[config.mk]
export PLATFORM = sky130hd
export DESIGN_NAME = instruction_fetch_unit
export DESIGN_NICKNAME = d
export VERILOG_FILES = /design/src/rtl/instruction_fetch_unit_pkg.sv /design/src/rtl/instruction_fetch_unit_fetch_timeout_counter.sv /design/src/rtl/instruction_fetch_unit.sv
export SDC_FILE = /design/constraint.sdc
export NUM_CORES = 1
export LEC_CHECK = 0
export CAP_MARGIN = 5
export CORE_ASPECT_RATIO = 0.8
export CORE_UTILIZATION = 50
export DETAILED_ROUTE_END_ITERATION = 6
export PLACE_DENSITY_LB_ADDON = 0.2
export SETUP_SLACK_MARGIN = 0.2
export SLEW_MARGIN = 20
export SYNTH_ARGS = -nofsm -noshare
export SYNTH_HDL_FRONTEND = slang
export SYNTH_SLANG_ARGS = --single-unit
[constraint.sdc]
create_clock -name clk -period 4.6 [get_ports clk]
set_input_delay 0.46 -clock clk [delete_from_list [all_inputs] [get_ports clk]]
set_output_delay 0.46 -clock clk [all_outputs]
set_load 0.005 [all_outputs]
[src/rtl/instruction_fetch_unit_pkg.sv]
// Shared definitions for the instruction fetch unit.
// Contents:
//   CPU_WORD_WIDTH - instruction and address width
//   fetch_state_e  - fetch FSM encodings (IDLE=0, REQ=1, DRAIN=2)
//   TRAP_INSTR     - the all-zero trap word; fetch passes it through untouched
//   fetch_in_range - legal-address test against an inclusive upper limit
package instruction_fetch_unit_pkg;

    localparam int unsigned CPU_WORD_WIDTH = 20;

    typedef enum logic [1:0] {
        FETCH_IDLE  = 2'd0,
        FETCH_REQ   = 2'd1,
        FETCH_DRAIN = 2'd2
    } fetch_state_e;

    localparam logic [CPU_WORD_WIDTH-1:0] TRAP_INSTR = '0;

    function automatic logic fetch_in_range(
        input logic [CPU_WORD_WIDTH-1:0] addr,
        input logic [CPU_WORD_WIDTH-1:0] limit
    );
        return addr <= limit;
    endfunction

endpackage

[src/rtl/instruction_fetch_unit_fetch_timeout_counter.sv]
// Wait-cycle counter for the fetch unit's memory handshake.
// Ports:
//   clk_i     - clock, rising edge
//   rst_ni    - synchronous active-low reset
//   clear_i   - restart the count (held while idle and on redirect)
//   enable_i  - count this cycle (a cycle spent waiting with mem_valid low)
//   expired_o - high in the cycle whose count would reach LIMIT
module fetch_timeout_counter #(
    parameter int unsigned LIMIT = 15
) (
    input  logic clk_i,
    input  logic rst_ni,
    input  logic clear_i,
    input  logic enable_i,
    output logic expired_o
);

    localparam logic [7:0] LAST = 8'(LIMIT - 1);

    logic [7:0] count_q;
    logic [7:0] count_d;

    always_comb begin
        count_d = count_q;
        if (clear_i) begin
            count_d = '0;
        end else if (enable_i) begin
            count_d = count_q + 8'd1;
        end
    end

    always_ff @(posedge clk_i) begin
        if (!rst_ni) begin
            count_q <= '0;
        end else begin
            count_q <= count_d;
        end
    end

    // Flagged one cycle early so the FSM can abort on the very edge at
    // which the count reaches LIMIT; a clear (redirect) restarts the wait.
    assign expired_o = enable_i && !clear_i && (count_q == LAST);

endmodule

[src/rtl/instruction_fetch_unit.sv]
// Instruction fetch unit: owns the PC, reads one instruction per fetch
// request from instruction memory and hands it to the control unit.
// Ports:
//   clk, reset (sync, active-low)
//   fetch_enable, jump_enable, jump_target, clear_flags - control unit side
//   mem_req, mem_addr, mem_valid, mem_rdata             - memory side
//   instruction, instr_valid, pc, busy                  - fetch results
//   mem_violation_flag, mem_corruption_flag             - sticky error flags
//   dbg_state_o                                         - current FSM state
//
// Memory handshake: mem_req is a registered request that stays high, with
// mem_addr stable, until mem_valid is sampled high on a rising edge; that
// edge completes the transfer and mem_req drops on it. mem_valid is ignored
// whenever mem_req is low.
module instruction_fetch_unit
    import instruction_fetch_unit_pkg::*;
#(
    parameter int unsigned            WORD_WIDTH = CPU_WORD_WIDTH,
    parameter logic [WORD_WIDTH-1:0]  MEM_LIMIT  = 20'h003FF,
    parameter logic [WORD_WIDTH-1:0]  RESET_PC   = '0,
    parameter int unsigned            TIMEOUT    = 15
) (
    input  logic                  clk,
    input  logic                  reset,
    input  logic                  fetch_enable,
    input  logic                  jump_enable,
    input  logic [WORD_WIDTH-1:0] jump_target,
    input  logic                  clear_flags,
    output logic                  mem_req,
    output logic [WORD_WIDTH-1:0] mem_addr,
    input  logic                  mem_valid,
    input  logic [WORD_WIDTH-1:0] mem_rdata,
    output logic [WORD_WIDTH-1:0] instruction,
    output logic                  instr_valid,
    output logic [WORD_WIDTH-1:0] pc,
    output logic                  busy,
    output logic                  mem_violation_flag,
    output logic                  mem_corruption_flag,
    output fetch_state_e          dbg_state_o
);

    localparam logic [WORD_WIDTH-1:0] ONE = {{(WORD_WIDTH-1){1'b0}}, 1'b1};

    fetch_state_e          state_q;
    logic [WORD_WIDTH-1:0] pc_q;
    logic [WORD_WIDTH-1:0] instr_q;
    logic [WORD_WIDTH-1:0] mem_addr_q;
    logic                  mem_req_q;
    logic                  instr_valid_q;
    logic                  busy_q;
    logic                  violation_q;
    logic                  corruption_q;

    logic [WORD_WIDTH-1:0] fetch_addr;
    logic                  wait_clear;
    logic                  wait_enable;
    logic                  wait_expired;

    // A jump in the same IDLE cycle redirects the fetch immediately.
    assign fetch_addr = jump_enable ? jump_target : pc_q;

    // Wait count restarts on entry to REQ (held clear in IDLE) and on entry
    // to DRAIN (redirect while in REQ).
    assign wait_clear  = (state_q == FETCH_IDLE) || ((state_q == FETCH_REQ) && jump_enable);
    assign wait_enable = (state_q != FETCH_IDLE) && !mem_valid;

    fetch_timeout_counter #(
        .LIMIT (TIMEOUT)
    ) u_timeout (
        .clk_i     (clk),
        .rst_ni    (reset),
        .clear_i   (wait_clear),
        .enable_i  (wait_enable),
        .expired_o (wait_expired)
    );

    always_ff @(posedge clk) begin
        if (!reset) begin
            state_q       <= FETCH_IDLE;
            pc_q          <= RESET_PC;
            instr_q       <= TRAP_INSTR;
            mem_addr_q    <= '0;
            mem_req_q     <= 1'b0;
            instr_valid_q <= 1'b0;
            busy_q        <= 1'b0;
            violation_q   <= 1'b0;
            corruption_q  <= 1'b0;
        end else begin
            instr_valid_q <= 1'b0;

            // Flag sets below are written later, so a set in the same cycle wins.
            if (clear_flags) begin
                violation_q  <= 1'b0;
                corruption_q <= 1'b0;
            end

            case (state_q)
                FETCH_IDLE: begin
                    if (jump_enable) begin
                        pc_q <= jump_target;
                    end
                    if (fetch_enable) begin
                        if (!fetch_in_range(fetch_addr, MEM_LIMIT)) begin
                            violation_q <= 1'b1;
                        end else begin
                            state_q    <= FETCH_REQ;
                            mem_req_q  <= 1'b1;
                            busy_q     <= 1'b1;
                            mem_addr_q <= fetch_addr;
                        end
                    end
                end

                FETCH_REQ: begin
                    if (jump_enable) begin
                        pc_q <= jump_target;
                    end
                    if (mem_valid) begin
                        // Response and redirect on the same edge: the
                        // response is stale, so it is dropped.
                        state_q   <= FETCH_IDLE;
                        mem_req_q <= 1'b0;
                        busy_q    <= 1'b0;
                        if (!jump_enable) begin
                            instr_q       <= mem_rdata;
                            instr_valid_q <= 1'b1;
                            pc_q          <= mem_addr_q + ONE;
                        end
                    end else if (wait_expired) begin
                        state_q      <= FETCH_IDLE;
                        mem_req_q    <= 1'b0;
                        busy_q       <= 1'b0;
                        corruption_q <= 1'b1;
                    end else if (jump_enable) begin
                        state_q <= FETCH_DRAIN;
                    end
                end

                FETCH_DRAIN: begin
                    if (jump_enable) begin
                        pc_q <= jump_target;
                    end
                    if (mem_valid) begin
                        state_q   <= FETCH_IDLE;
                        mem_req_q <= 1'b0;
                        busy_q    <= 1'b0;
                    end else if (wait_expired) begin
                        state_q      <= FETCH_IDLE;
                        mem_req_q    <= 1'b0;
                        busy_q       <= 1'b0;
                        corruption_q <= 1'b1;
                    end
                end

                default: begin
                    state_q   <= FETCH_IDLE;
                    mem_req_q <= 1'b0;
                    busy_q    <= 1'b0;
                end
            endcase
        end
    end

    assign mem_req             = mem_req_q;
    assign mem_addr            = mem_addr_q;
    assign instruction         = instr_q;
    assign instr_valid         = instr_valid_q;
    assign pc                  = pc_q;
    assign busy                = busy_q;
    assign mem_violation_flag  = violation_q;
    assign mem_corruption_flag = corruption_q;
    assign dbg_state_o         = state_q;

endmodule

After elaboration in Yosys (flattened, before gate mapping) --
Index checks and enable logic that the tools add are counted.
Word-level totals: bits in registers 74, input port bits 46, output and inout bits 67, word-level logic and storage cells 66
Operators by class: add/sub/neg operators 2, order comparisons 1, equality and inequality tests 8, muxes and demuxes 26, bitwise logic cells 2, reduce and logical (&&, ||, !) cells 18
Operators with widths (count):
- 2-to-1 mux 20 bit | 3
- one-hot mux 20 bit (2 select lines) | 1
- adder 20 x 1 -> 20 bit (second input constant) | 1
- <= comparator 20 x 10 -> 1 bit (second input constant) | 1
- 2-to-1 mux 2 bit | 7
- 2-to-1 mux 1 bit | 13
- AND reduction 3 bit | 4
- adder 8 x 1 -> 8 bit (second input constant) | 1
- == test 8 x 4 -> 1 bit (second input constant) | 1
- one-hot mux 2 bit (3 select lines) | 1
- OR reduction 2 bit | 3
- logical AND 1 bit | 4
- inequality test 4 x 3 -> 1 bit (second input constant) | 1
- AND reduction 4 bit | 1
- nonzero test 2 bit | 2
- inequality test 3 x 1 -> 1 bit (second input constant) | 1
- inequality test 3 x 2 -> 1 bit (second input constant) | 1
- == test 2 x 1 -> 1 bit (second input constant) | 1
- == test 2 bit (second input constant) | 1
- zero test 1 bit | 2
- zero test 2 bit | 1
- inequality test 2 x 1 -> 1 bit (second input constant) | 1
- inequality test 2 bit (second input constant) | 1
- inverter 1 bit | 2
- other kinds (2) | 2

Longest topological paths before layout --
Gate-level depths: netlist of the first run.
word-level depth 9, mapped depth 9, depth with buffers taken out 7

Modules after synthesis --
From an unflattened synthesis of the first run, not the netlist that was laid out.
Unflattened totals: cells, all modules 406, area, all modules 3468.3 um^2
Modules (own cells, without submodules):
- instruction_fetch_unit | instances 1, cells each 363, area an instance 3072.9 um^2, seq. area each 1321.3 um^2
- fetch_timeout_counter | instances 1, cells each 43, area an instance 395.4 um^2, seq. area each 160.2 um^2

Least setup slack after synthesis of the first run --
No wires, ideal clock.
kind flip-flop to flip-flop, start register state_q[0] (netlist: dbg_state_o[0]), end register pc_q[11] (netlist: pc[11]), setup time 121 ps, arrival 1869 ps, setup slack 2610 ps, stages on the path, launching flop included 10, path buffers 2, period minus slack after synthesis 1990 ps, cell sequence dfxtp_1 > inv_1 > ha_1 > buf_2 > nor3b_2 > o21ai_0 > clkbuf_1 > a22o_1 > nand2_1 > o21ai_0
On the way: word-level cells in the longest chain between the ends 3
RTL lines:
- start, declared | RTL line instruction_fetch_unit.sv:44 | fetch_state_e state_q;
- start signal, assigned | RTL line instruction_fetch_unit.sv:79 | state_q <= FETCH_IDLE;
- start signal, assigned | RTL line instruction_fetch_unit.sv:106 | state_q <= FETCH_REQ;
- start signal, assigned | RTL line instruction_fetch_unit.sv:121 | state_q <= FETCH_IDLE;
- == test 2 bit / zero test 2 bit (equally long branches) | RTL line instruction_fetch_unit.sv:97 | case (state_q)
- OR reduction 2 bit (no line)
- one-hot mux 20 bit (2 select lines) / nonzero test 2 bit (equally long branches)
- end signal, assigned | RTL line instruction_fetch_unit.sv:100 | pc_q <= jump_target;
- end signal, assigned | RTL line instruction_fetch_unit.sv:116 | pc_q <= jump_target;
- end signal, assigned | RTL line instruction_fetch_unit.sv:127 | pc_q <= mem_addr_q + ONE;
- end, declared | RTL line instruction_fetch_unit.sv:45 | logic [WORD_WIDTH-1:0] pc_q;
Parallel ways exist; a longest one is shown, timed or not. A chain may end at the register's enable or synchronous reset.

Final worst setup path of the first run --
start input jump_enable, end register mem_addr_q[18] (netlist: mem_addr[18])
On the way: word-level cells in the longest chain between the ends 3
RTL lines:
- start, declared | RTL line instruction_fetch_unit.sv:26 | input logic jump_enable,
- 2-to-1 mux 20 bit (*) | RTL line instruction_fetch_unit.sv:60 | assign fetch_addr = jump_enable ? jump_target : pc_q;
- <= comparator 20 x 10 -> 1 bit | RTL line instruction_fetch_unit_pkg.sv:23 | return addr <= limit;
- AND reduction 3 bit (no line)
- end signal, assigned | RTL line instruction_fetch_unit.sv:109 | mem_addr_q <= fetch_addr;
- end, declared | RTL line instruction_fetch_unit.sv:47 | logic [WORD_WIDTH-1:0] mem_addr_q;
Mark *: on every way between the ends. The rest lies on a longest branch, timed or not.

==> summary.md, run 1 <==
For the worst setup path, the data required time is 4.85 ns. The number of pins exceeding their max-slew limit in the final report was 0; the layout overhead on the synthesized area was 38.3%. The worst pin sits at a relative slew slack of 39.0%. The initial core utilization is 51.5%. The tools report the worst-case clock buffer depth as 2. The first detailed-routing pass took 5 iterations. The post-route clock period utilization was 67.4%. The repair_antennas step left the layout with diodes totalling 0. Yosys printed 0 warnings. After synthesis, flip-flops and latches occupy 41.7% of the total area. The power per cell area is 280 nW/µm², and the data arrival at the endpoint of the critical path is 3.35 ns. For this block, the via count after detailed routing is 3370. Setup repair after global routing left no endpoint under its margin. The number of enable-type register cells in the synthesized netlist is 0, and the worst hold-check slack is 0.465 ns. After detailed routing, the average wire length per cell comes to 15.4 µm. The synthesized netlist occupies a cell area of 3550 µm².

Maximum level of the CTS H-tree: 3. The number of placed instances, taps included, is 588. Dividing the synthesized area by the synthesized cell count gives 8.64 µm². In this run the clock root is driven by a sky130_fd_sc_hd__clkbuf_8.

TritonCTS created 9 clock buffers. The number of global-route vias before repair was 3105; the proportion of synthesized flip-flops having asynchronous set or reset was 0%. The flip-flop and latch count after synthesis works out to 74. The tools report the post-synth net total as 464. The run gives 0 as the post-route antenna net violation count. From bottom edge to top edge, the die measures 77.4 µm. TritonCTS built the clock tree. Area of the core: 6890 µm². The flow ran to the end, and the final reports show no timing, DRC or antenna violations. Initial antenna violation count: 0.

Final routed wirelength across all metal layers: 9.32 mm. For the placer congestion estimate, the log shows 0.807. IR analysis of the VDD net gives a maximum drop of 0.000219 V. The number of remaining DRC errors is 0.

The clock-pin slew of the registers on the worst-case setup and hold paths works out to 0.08 ns. For the clock latency reported for the late side of the worst-skew pair, the log shows 0.35 ns. The final critical-path required period is 3.10 ns, and the final layout net count is 565.

Total routing usage reported by global routing: 25.9%. The critical path startpoint category was an input port. After clock tree synthesis, the flow added hold-fix buffers numbering 0. In this run, distinct cell masters in the synthesized netlist total 49.

Derived from the worst setup path, the maximum achievable clock frequency is 323 MHz. The filler cells instantiated in the layout total 578. After floorplanning, the core was divided into 27 placement rows. Synthesis produced a netlist whose cell count is 411.

The initial DRC count was 221; the final HPWL from detailed placement was 6.58 mm. The die extent in x was 96.2 µm; the total grt overflow was 0. The count of buffers from port buffering came out at 112. For this design the static power due to leakage is 1.82 nW.

After clock tree synthesis, the setup repair step added 0 buffers. The run gives 74 as the TritonCTS sink count. The largest driver fanout on the critical path is 28, and the setup TNS after final layout is 0 ns. The maximum number of pins on one net before global-route repair is 51, and the worst-case clock skew is 0.00768 ns. Category of the most critical setup path: in -> reg. Setup violations remaining at the end of the flow were counted as 0. The number of hold violations in the final report is 0, and the wire length of the first global-routing pass is 15.0 mm. After clock tree synthesis, the repair step resized 0 gates. The die covers 7450 µm².

The tools report the final instance count without filler cells as 604. For the pin with the worst max-slew slack, the measured transition is 0.913 ns. After detailed routing, the number of vias per cell comes to 5.58.

113 I/O pins were placed. Critical path capture point type: a flop. The type of the worst min-delay path was reg -> reg.

The most used flip-flop cell after synthesis is sky130_fd_sc_hd__dfxtp_1. Cells with a size suffix above 1 make up 6.58% of the layout. The tool flagged a number of max-cap violations equal to 0.
==> worst paths after layout <==
| path | from | to | slack, ns | cells after the start |
|---|---|---|---|---|
| setup / recovery | jump_enable | mem_addr[18]$_SDFFE_PN0P_ | 1.50 | 7 |
| hold / removal | instruction[7]$_SDFFE_PN0P_ | instruction[7]$_SDFFE_PN0P_ | 0.46 | 2 |
| setup reg to reg | dbg_state_o[0]$_SDFFE_PN0P_ | pc[16]$_SDFFE_PN0P_ | 2.09 | 6 |
| hold reg to reg | instruction[7]$_SDFFE_PN0P_ | instruction[7]$_SDFFE_PN0P_ | 0.46 | 2 |
==> synth_stat cells (8+ instances only) <==
master	number	share of area, %
sky130_fd_sc_hd__nand2_1	82	8.7
sky130_fd_sc_hd__dfxtp_1	74	42
sky130_fd_sc_hd__nor2_1	23	2.4
sky130_fd_sc_hd__a21boi_0	20	4.2
sky130_fd_sc_hd__clkbuf_1	17	1.8
sky130_fd_sc_hd__o21ai_0	17	2.4
sky130_fd_sc_hd__and3_1	15	2.6
sky130_fd_sc_hd__a21oi_1	14	2.0
sky130_fd_sc_hd__xnor2_1	14	3.5
sky130_fd_sc_hd__mux2i_1	11	3.1
sky130_fd_sc_hd__mux2_2	10	3.2
sky130_fd_sc_hd__nand4_1	10	1.8
sky130_fd_sc_hd__xor2_1	10	2.5
sky130_fd_sc_hd__and4_1	8	2.0
sky130_fd_sc_hd__inv_1	8	0.85
sky130_fd_sc_hd__nand3_1	8	1.1
==> registers in the layout (all words and copies together), names as in the netlist <==
name	count
instruction	20
mem_addr	20
pc	20
u_timeout.count_q	8
dbg_state_o	2
busy	1
instr_valid	1
mem_corruption_flag	1
mem_violation_flag	1
==> through the flow <==
step | worst slack, ns | util, % | power, W | cell area (µm²)
floorplan | 2.61 | - | 0.000740 | 3550
CTS | 1.56 | 71.3 | 0.00139 | 4910
global placement | 1.25 | 68.0 | 0.000819 | 4690
detailed placement | 1.18 | 68.0 | 0.000821 | 4690
global route | 1.36 | 71.3 | 0.00143 | 4910
finish | 1.50 | 71.3 | 0.00138 | 4910
==> power breakdown <==
part,leakage [nW],switching (W),internal [W]
registers,0.600,0.0000122,0.000653
clock network,0.106,0.000259,0.000310
logic,1.11,0.0000577,0.0000850
total,1.82,0.000329,0.00105
==> cell families (layout without fill, tap and decap cells) <==
kind of cell | count (synthesis) | in the layout | share of synthesized area [%]
AOI/OAI and AO/OA | 83 | 83 | 16.3
xor gates and xnor gates | 24 | 24 | 5.92
adders and majority gates | 7 | 7 | 2.47
buffers and inverters | 33 | 139 | 3.98
DFF | 74 | 74 | 41.7
muxes | 21 | 21 | 6.27
and+or+nand+nor | 169 | 169 | 23.4
==> metal layers <==
layer / vias to the layer above / global-route usage (%) / wire length [µm]
li1: 1671 / - / -
met1: 1551 / 36.1 / 4240
met2: 136 / 38.2 / 4210
met3: 12 / 7.25 / 749
met4: 0 / 8.51 / 116
met5: - / 0 / 0
==> critical path, cell delays in order <==
cell                              delay [ns]
sky130_fd_sc_hd__clkdlybuf4s50_1        0.61
sky130_fd_sc_hd__buf_4                  0.36
sky130_fd_sc_hd__or4b_1                 0.49
sky130_fd_sc_hd__o22ai_2                0.21
sky130_fd_sc_hd__and4_1                 0.22
sky130_fd_sc_hd__nand2_1                0.53
sky130_fd_sc_hd__and3_1                 0.45
==> layout make-up <==
| class | count | area, µm² | area share, % |
|---|---|---|---|
| Multi-Input combinational cell | 304 | 1930 | 39.3 |
| Sequential cell | 74 | 1480 | 30.2 |
| Timing Repair Buffer | 115 | 1140 | 23.2 |
| Clock buffer | 9 | 124 | 2.52 |
| Tap cell | 87 | 109 | 2.22 |
| Clock inverter | 7 | 101 | 2.06 |
| Inverter | 8 | 30.0 | 0.611 |
==> cell usage in the layout (no fill, tap or decap), types with 9 or more instances in the layout <==
cell type / Yosys / final
sky130_fd_sc_hd__clkbuf_8: 0 / 9
sky130_fd_sc_hd__nor2_1: 23 / 23
sky130_fd_sc_hd__o21ai_0: 17 / 17
sky130_fd_sc_hd__nand2_1: 82 / 82
sky130_fd_sc_hd__clkdlybuf4s50_1: 0 / 111
sky130_fd_sc_hd__nand4_1: 10 / 10
sky130_fd_sc_hd__dfxtp_1: 74 / 74
sky130_fd_sc_hd__mux2_2: 10 / 10
sky130_fd_sc_hd__xor2_1: 10 / 10
sky130_fd_sc_hd__mux2i_1: 11 / 11
sky130_fd_sc_hd__a21boi_0: 20 / 20
sky130_fd_sc_hd__xnor2_1: 14 / 14
sky130_fd_sc_hd__and3_1: 15 / 15
sky130_fd_sc_hd__a21oi_1: 14 / 14
(Power assumes the default switching activity.)
==> run 2: changes to the inputs <==
--- a/config.mk
+++ b/config.mk
@@ -7,7 +7,7 @@
 export LEC_CHECK = 0
 export CAP_MARGIN = 5
 export CORE_ASPECT_RATIO = 0.8
-export CORE_UTILIZATION = 50
+export CORE_UTILIZATION = 42
 export DETAILED_ROUTE_END_ITERATION = 6
 export PLACE_DENSITY_LB_ADDON = 0.2
 export SETUP_SLACK_MARGIN = 0.2
==> constraint.sdc (replaced) <==
create_clock -name clk -period 2.7 [get_ports clk]
set_input_delay 0.27 -clock clk [delete_from_list [all_inputs] [get_ports clk]]
set_output_delay 0.27 -clock clk [all_outputs]
set_load 0.005 [all_outputs]
==> summary.md, run 2 (same netlist as run 1, synthesis figures left out) <==
For the maximum level of the CTS H-tree, the log shows 3 (unchanged). The depth of the worst register-to-register path was 6 (unchanged). The number of remaining DRC errors was 0 (unchanged); the final critical-path required period was 2.29 ns.

The clock root buffer is sky130_fd_sc_hd__clkbuf_8 (unchanged). For the number of buffers created by CTS, the log shows 9 (unchanged). The tools report the startpoint of the worst hold path as reset (was instruction[7]$_SDFFE_PN0P_).

The die extent in x was 105 µm (was 96.2 µm); the global-route met2 utilization was 31.7% (was 38.2%). Most common cell after layout, fill and taps aside: sky130_fd_sc_hd__clkdlybuf4s50_1 (unchanged). The tools report the critical path capture point type as a flop (unchanged). Setup TNS after final layout: 0 ns (unchanged). The worst setup slack after placement was 0.174 ns (was 1.18 ns); the total setup violations reported at the end of the flow was 0 (unchanged). Critical path startpoint category: a flop (was an input port). Setup repair after global routing left no endpoint under its margin. The logs give 0.408 ns (was 1.50 ns) for the smallest setup slack after layout and 21.8% (was 25.9%) for the total routing usage reported by global routing.

For the final layout net count, the log shows 574 (was 565). Slew at the pin closest to its max-slew limit: 0.661 ns (was 0.913 ns). The post-route antenna net violation count was 0 (unchanged). The critical path launch point is dbg_state_o[0]$_SDFFE_PN0P_ (was jump_enable).

The quantity of hold-fixing buffers added after cts was 0 (unchanged); the post-route clock period utilization was 84.9%. The final HPWL from detailed placement is 7.05 mm (was 6.58 mm), and the layout overhead on the synthesized area is 40.9% (was 38.3%). The logs give 0 (unchanged) for the initial antenna violation count and 39.9% (was 41.3%) for the clock share of power.

The tools report the met1 demand-to-capacity share in global routing as 31.5% (was 36.1%). For the maximum number of pins on one net before global-route repair, the log shows 62 (was 51). Category of the most critical setup path: reg -> reg (was in -> reg). The initial core utilization was 44.1% (was 51.5%). The number of vias after detailed routing was 3374 (was 3370); the worst-case clock skew was 0.0112 ns (was 0.00768 ns).

The count of buffers from port buffering came out at 112 (unchanged). The most utilized layer in the global route result is met2 (unchanged). Based on the critical path, the design can be clocked at up to 436 MHz.

The number of pins exceeding their max-slew limit in the final report is 0 (unchanged), and the height of the die is 84.2 µm (was 77.4 µm). For the switching power total, the log shows 0.000525 W (was 0.000329 W). The tools report the initial DRC count as 246 (was 221). For the placer congestion estimate, the log shows 0.837 (was 0.807). The TritonCTS sink count was 74 (unchanged). The power per cell area was 461 nW/µm² (was 280 nW/µm²); the cell depth of the worst hold path was 3 (was 2). The number of cell rows came out at 29 (was 27). The reg-to-reg setup timing slack is 0.41 ns (was 2.09 ns).

The logs give 0 (unchanged) for the number of antenna diodes and 0 (unchanged) for the count of max-cap constraint violations. The largest vdd supply drop was 0.000217 V (was 0.000219 V). The number of resized instances in the post-cts repair step was 0 (unchanged).

The post-detailed-route via-to-cell ratio came out at 5.32 (was 5.58). Type of the worst min-delay path: in -> reg (was reg -> reg). The required time of the worst setup path is 2.97 ns (was 4.85 ns), and the relative contribution of sequential cells to total power is 49.1% (was 48.3%).

The worst flop-to-flop path startpoint was dbg_state_o[0]$_SDFFE_PN0P_ (unchanged). The largest driver fanout on the critical path was 12 (was 28); the leakage component of the power was 1.87 nW (was 1.82 nW). The average detailed-routed wire length per instance was 15.3 µm (was 15.4 µm); the total power consumption of the routed design was 0.00231 W (was 0.00138 W). The number of global-route vias before repair is 2965 (was 3105), and the fraction of final layout cells sized beyond drive strength 1 is 7.79% (was 6.58%).

For the first-pass iteration count of the detailed router, the log shows 6 (was 5). Commonest cells after routing, fill and taps aside: sky130_fd_sc_hd__clkdlybuf4s50_1 (111), sky130_fd_sc_hd__nand2_1 (82), sky130_fd_sc_hd__dfxtp_1 (74), sky130_fd_sc_hd__nor2_1 (23), sky130_fd_sc_hd__a21boi_0 (20) (unchanged). The logs give 8830 µm² (was 7450 µm²) for the die area and 9.73 mm (was 9.32 mm) for the final routed wirelength across all metal layers.

TritonCTS built the clock tree. The total grt overflow was 0 (unchanged); the area of the core was 8060 µm² (was 6890 µm²). The run gives 0 (unchanged) as the setup fix buffers added after clock tree synthesis. The wire length of the first global-routing pass is 15.4 mm (was 15.0 mm), and the clock-pin slew of the registers on the worst-case setup and hold paths is 0.08 ns (about the same).

The data arrival at the endpoint of the critical path is 2.57 ns (was 3.35 ns), and the clock latency reported for the late side of the worst-skew pair is 0.35 ns (about the same). The run gives 0 (unchanged) as the number of hold violations in the final report. The run gives 0.00178 W (was 0.00105 W) as the internal power. The met3 layer usage reported by global route came out at 6.91% (was 7.25%). The number of ports placed on the die boundary was 113 (unchanged); the worst-case clock buffer depth was 2 (unchanged).

The flow ran to the end, and the final reports show no timing, DRC or antenna violations. The run gives 55.8% (was 39.0%) as the max-slew headroom at the worst pin. The logic gate share of total power was 11.0% (was 10.4%). The switching part of the total power was 22.7% (was 23.9%).
-- run 2: area by class of cell --
type	instances	area [µm²]
Clock buffer	11	131
Clock inverter	5	78.8
Fill cell	725	3050
Inverter	8	30.0
Multi-Input combinational cell	304	1930
Sequential cell	74	1480
Tap cell	108	135
Timing Repair Buffer	124	1220
-- run 2: worst paths after layout --
check,endpoint
hold / removal,pc[18]$_SDFFE_PN0P_
setup / recovery,pc[15]$_SDFFE_PN0P_
hold reg to reg,instruction[8]$_SDFFE_PN0P_
setup reg to reg,pc[15]$_SDFFE_PN0P_
-- run 2: per-layer routing --
layer  part of all wire, %  routed length, µm
met1                    49               4770
met2                    43               4200
met3                   7.1                693
met4                  0.69                 67
met5                     0                  0
-- run 2: worst max-delay path: stages, from the launching register on --
cell and delay [ns]:
sky130_fd_sc_hd__dfxtp_1 0.44, sky130_fd_sc_hd__inv_1 0.11, sky130_fd_sc_hd__ha_1 0.36, sky130_fd_sc_hd__or3b_2 0.61, sky130_fd_sc_hd__nor3_1 0.33, sky130_fd_sc_hd__nand2_1 0.18, sky130_fd_sc_hd__o21ai_0 0.19
-- run 2: through the flow --
stage          hold slack [ns]  instance area, µm²  cells  util, %
2_1_floorplan            0.415                3550    411        -
3_3_place_gp             0.449                4790    618     59.5
3_5_place_dp             0.456                4790    618     59.5
4_1_cts                  0.350                5000    634     62.1
5_1_grt                  0.387                5000    634     62.1
6_report                 0.372                5000    634     62.1
-- run 2: power by group through the flow --
stage	logic, W	clock network (W)	registers, W
after CTS	0.000252	0.000943	0.00113
after detailed placement	0.000251	0	0.00116
after global placement	0.000249	0	0.00116
after global routing	0.000273	0.000993	0.00114
final	0.000253	0.000921	0.00113
after floorplan	0.000105	0	0.00116
==> run 3: changes to the inputs <==
--- a/config.mk
+++ b/config.mk
@@ -7,7 +7,7 @@
 export LEC_CHECK = 0
 export CAP_MARGIN = 5
 export CORE_ASPECT_RATIO = 0.8
-export CORE_UTILIZATION = 42
+export CORE_UTILIZATION = 46
 export DETAILED_ROUTE_END_ITERATION = 6
 export PLACE_DENSITY_LB_ADDON = 0.2
 export SETUP_SLACK_MARGIN = 0.2
==> constraint.sdc (replaced) <==
create_clock -name clk -period 2.3 [get_ports clk]
set_input_delay 0.23 -clock clk [delete_from_list [all_inputs] [get_ports clk]]
set_output_delay 0.23 -clock clk [all_outputs]
set_load 0.005 [all_outputs]
==> summary.md, run 3 (same netlist as run 1, synthesis figures left out) <==
The slew at the pin closest to its max-slew limit works out to 0.505 ns (was 0.661 ns). The initial antenna violation count came out at 0 (unchanged). The tools report the startpoint of the worst hold path as reset (unchanged). Final instance count without filler cells: 643 (was 634).

The logs give 15.2 mm (was 15.4 mm) for the wire length of the first global-routing pass and 3465 (was 3374) for the number of vias after detailed routing. Clock-pin slew of the registers on the worst-case setup and hold paths: 0.08 ns (about the same). The fraction of final layout cells sized beyond drive strength 1 came out at 11.3% (was 7.79%). Type of the worst min-delay path: in -> reg (unchanged).

Of the available clock period, the critical path in the final layout requires 87.9%. Most common cell after layout, fill and taps aside: sky130_fd_sc_hd__clkdlybuf4s50_1 (unchanged). The average detailed-routed wire length per instance is 15.0 µm (was 15.3 µm), and the depth of the worst register-to-register path is 8 (was 6). For the area of the core, the log shows 7430 µm² (was 8060 µm²). Commonest cells after routing, fill and taps aside: sky130_fd_sc_hd__clkdlybuf4s50_1 (111), sky130_fd_sc_hd__nand2_1 (81), sky130_fd_sc_hd__dfxtp_1 (72), sky130_fd_sc_hd__nor2_1 (23), sky130_fd_sc_hd__buf_4 (21) (was sky130_fd_sc_hd__clkdlybuf4s50_1 (111), sky130_fd_sc_hd__nand2_1 (82), sky130_fd_sc_hd__dfxtp_1 (74), sky130_fd_sc_hd__nor2_1 (23), sky130_fd_sc_hd__a21boi_0 (20)). The relative contribution of sequential cells to total power was 51.9% (was 49.1%); the leakage component of the power was 1.92 nW (was 1.87 nW). The category of the most critical setup path was in -> reg (was reg -> reg). Switching part of the total power: 25.1% (was 22.7%).

The tools report the number of pins exceeding their max-slew limit in the final report as 0 (unchanged). Number of cell rows: 28 (was 29). Die extent in x: 100 µm (was 105 µm). Power per cell area: 501 nW/µm² (was 461 nW/µm²).

TritonCTS built the clock tree. The worst reg2reg path endpoint was u_timeout.count_q[7]$_SDFFE_PP0P_ (was pc[15]$_SDFFE_PN0P_). Critical path startpoint category: an input port (was a flop). The worst hold-check slack was 0.380 ns (was 0.372 ns). The logs give 0.000641 W (was 0.000525 W) for the switching power total and 155 (was 246) for the initial DRC count. Largest vdd supply drop: 0.000369 V (was 0.000217 V). The clock root buffer was sky130_fd_sc_hd__clkbuf_8 (unchanged). Setup repair after global routing could not meet its margin everywhere. The tools report the final routed wirelength across all metal layers as 9.66 mm (was 9.73 mm).

The final HPWL from detailed placement was 7.03 mm (was 7.05 mm). The die area is 8080 µm² (was 8830 µm²). Post-detailed-route via-to-cell ratio: 5.39 (was 5.32). The critical path capture point type was a flop (unchanged). The number of buffers created by CTS came out at 9 (unchanged). The total routing usage reported by global routing is 24.1% (was 21.8%), and the max-slew headroom at the worst pin is 66.3% (was 55.8%). The run gives 0 (unchanged) as the number of remaining DRC errors.

The worst-case clock skew is 0.00897 ns (was 0.0112 ns), and the count of buffers from port buffering is 112 (unchanged). The tools report the number of hold violations in the final report as 0 (unchanged). The run finished with clean final reports.

The logs give 0 (unchanged) for the post-route antenna net violation count and 47.8% (was 44.1%) for the initial core utilization. The peak clock frequency supported by timing was 495 MHz. The tools report the worst flop-to-flop path startpoint as dbg_state_o[0]$_SDFFE_PN0P_ (unchanged).

The layout overhead on the synthesized area is 43.7% (was 40.9%). The worst hold endpoint is dbg_state_o[0]$_SDFFE_PN0P_ (was pc[18]$_SDFFE_PN0P_). For the clock latency reported for the late side of the worst-skew pair, the log shows 0.34 ns (was 0.35 ns).

The number of antenna diodes was 0 (unchanged); the largest driver fanout on the critical path was 28 (was 12). Smallest setup slack after layout: 0.279 ns (was 0.408 ns). The logic gate share of total power came out at 12.2% (was 11.0%). The placer congestion estimate was 0.840 (was 0.837). The setup fix buffers added after clock tree synthesis is 0 (unchanged), and the cell depth of the worst hold path is 2 (was 3).

The run gives 2 (unchanged) as the worst-case clock buffer depth. The maximum number of pins on one net before global-route repair was 38 (was 62). The internal power was 0.00192 W (was 0.00178 W). The number of ports placed on the die boundary is 113 (unchanged), and the height of the die is 80.6 µm (was 84.2 µm). The count of fill cells added during filler insertion was 620 (was 725).

The TritonCTS sink count was 74 (unchanged); the final layout net count was 586 (was 574). The final cell utilization of the core was 68.7% (was 62.1%); the reg-to-reg setup timing slack was 0.33 ns (was 0.41 ns). The clock share of power is 35.8% (was 39.9%).

The tools report the maximum level of the CTS H-tree as 3 (unchanged). The count of max-cap constraint violations is 0 (unchanged), and the first-pass iteration count of the detailed router is 5 (was 6). The tools report the required time of the worst setup path as 2.53 ns (was 2.97 ns). The total grt overflow is 0 (unchanged), and the final critical-path required period is 2.02 ns.

The instance count after placement with tap cells included was 627 (was 618). Total setup violations reported at the end of the flow: 0 (unchanged). The number of global-route vias before repair came out at 3268 (was 2965).

The worst setup slack after placement came out at -0.166 ns (was 0.174 ns). The data arrival at the endpoint of the critical path came out at 2.25 ns (was 2.57 ns).
## run 3: cell count changes in the layout (fill, tap and decap cells not counted), moves of 2 or more
cell / before / now
sky130_fd_sc_hd__dfxtp_2: 0 / 2
sky130_fd_sc_hd__bufinv_16: 2 / 0
sky130_fd_sc_hd__buf_4: 11 / 21
sky130_fd_sc_hd__clkbuf_1: 2 / 0
sky130_fd_sc_hd__and4_1: 8 / 6
sky130_fd_sc_hd__dfxtp_1: 74 / 72
sky130_fd_sc_hd__clkinvlp_4: 0 / 3
## run 3: what timing repair did
action	in CTS	in global routing
pin swaps	0	1
setup endpoints to repair	2	13
resized for setup	2	7
hold buffers	0	0
## run 3: cell type report
type	count	area, µm²	area share, %
Multi-Input combinational cell	304	1950	38.3
Sequential cell	74	1480	29.1
Timing Repair Buffer	136	1330	26.0
Clock buffer	10	138	2.70
Tap cell	105	131	2.58
Clock inverter	6	41.3	0.809
Inverter	8	30.0	0.589
## run 3: worst max-delay path by stage
stage / from / end / slack (ns)
2_1_floorplan: dbg_state_o[0]$_SDFFE_PN0P_ / pc[11]$_SDFFE_PN0P_ / 0.31
5_1_grt: jump_enable / busy$_SDFFE_PN0P_ / 0.19
6_report: jump_enable / dbg_state_o[0]$_SDFFE_PN0P_ / 0.28
4_1_cts: jump_enable / dbg_state_o[0]$_SDFFE_PN0P_ / 0.20
3_3_place_gp: jump_enable / mem_addr[3]$_SDFFE_PN0P_ / -0.04
3_5_place_dp: jump_enable / dbg_state_o[0]$_SDFFE_PN0P_ / -0.17
## run 3: power groups by stage
stage          Combinational (W)  Clock, W  Sequential (W)
6_report                0.000313  0.000916         0.00133
5_1_grt                 0.000338   0.00100         0.00133
4_1_cts                 0.000310  0.000940         0.00133
3_5_place_dp            0.000308         0         0.00136
3_3_place_gp            0.000305         0         0.00136
2_1_floorplan           0.000124         0         0.00136
## run 3: per-layer routing
metal  global-route usage, %  vias to the layer above  wire (µm)
met5                       0                        -          0
met1                    28.6                     1607       4150
met4                    6.38                        0         91
li1                        -                     1699          -
met3                    8.96                        8        872
met2                    41.1                      151       4540
## run 3: through the flow
step	instance area (µm²)	TNS (ns)	power, W
floorplan	3550	0	0.00148
finish	5100	0	0.00256
detailed placement	4890	-1.47	0.00167
global route	5100	0	0.00267
global placement	4890	-0.478	0.00166
CTS	5080	0	0.00258
## run 3: worst max-delay path, stage by stage
cell and delay [ns]:
sky130_fd_sc_hd__clkdlybuf4s50_1 0.63, sky130_fd_sc_hd__buf_4 0.18, sky130_fd_sc_hd__buf_6 0.23, sky130_fd_sc_hd__nand2_1 0.14
sky130_fd_sc_hd__and4_4 0.21, sky130_fd_sc_hd__nor3_1 0.30, sky130_fd_sc_hd__o21ai_0 0.17, sky130_fd_sc_hd__o211a_1 0.15
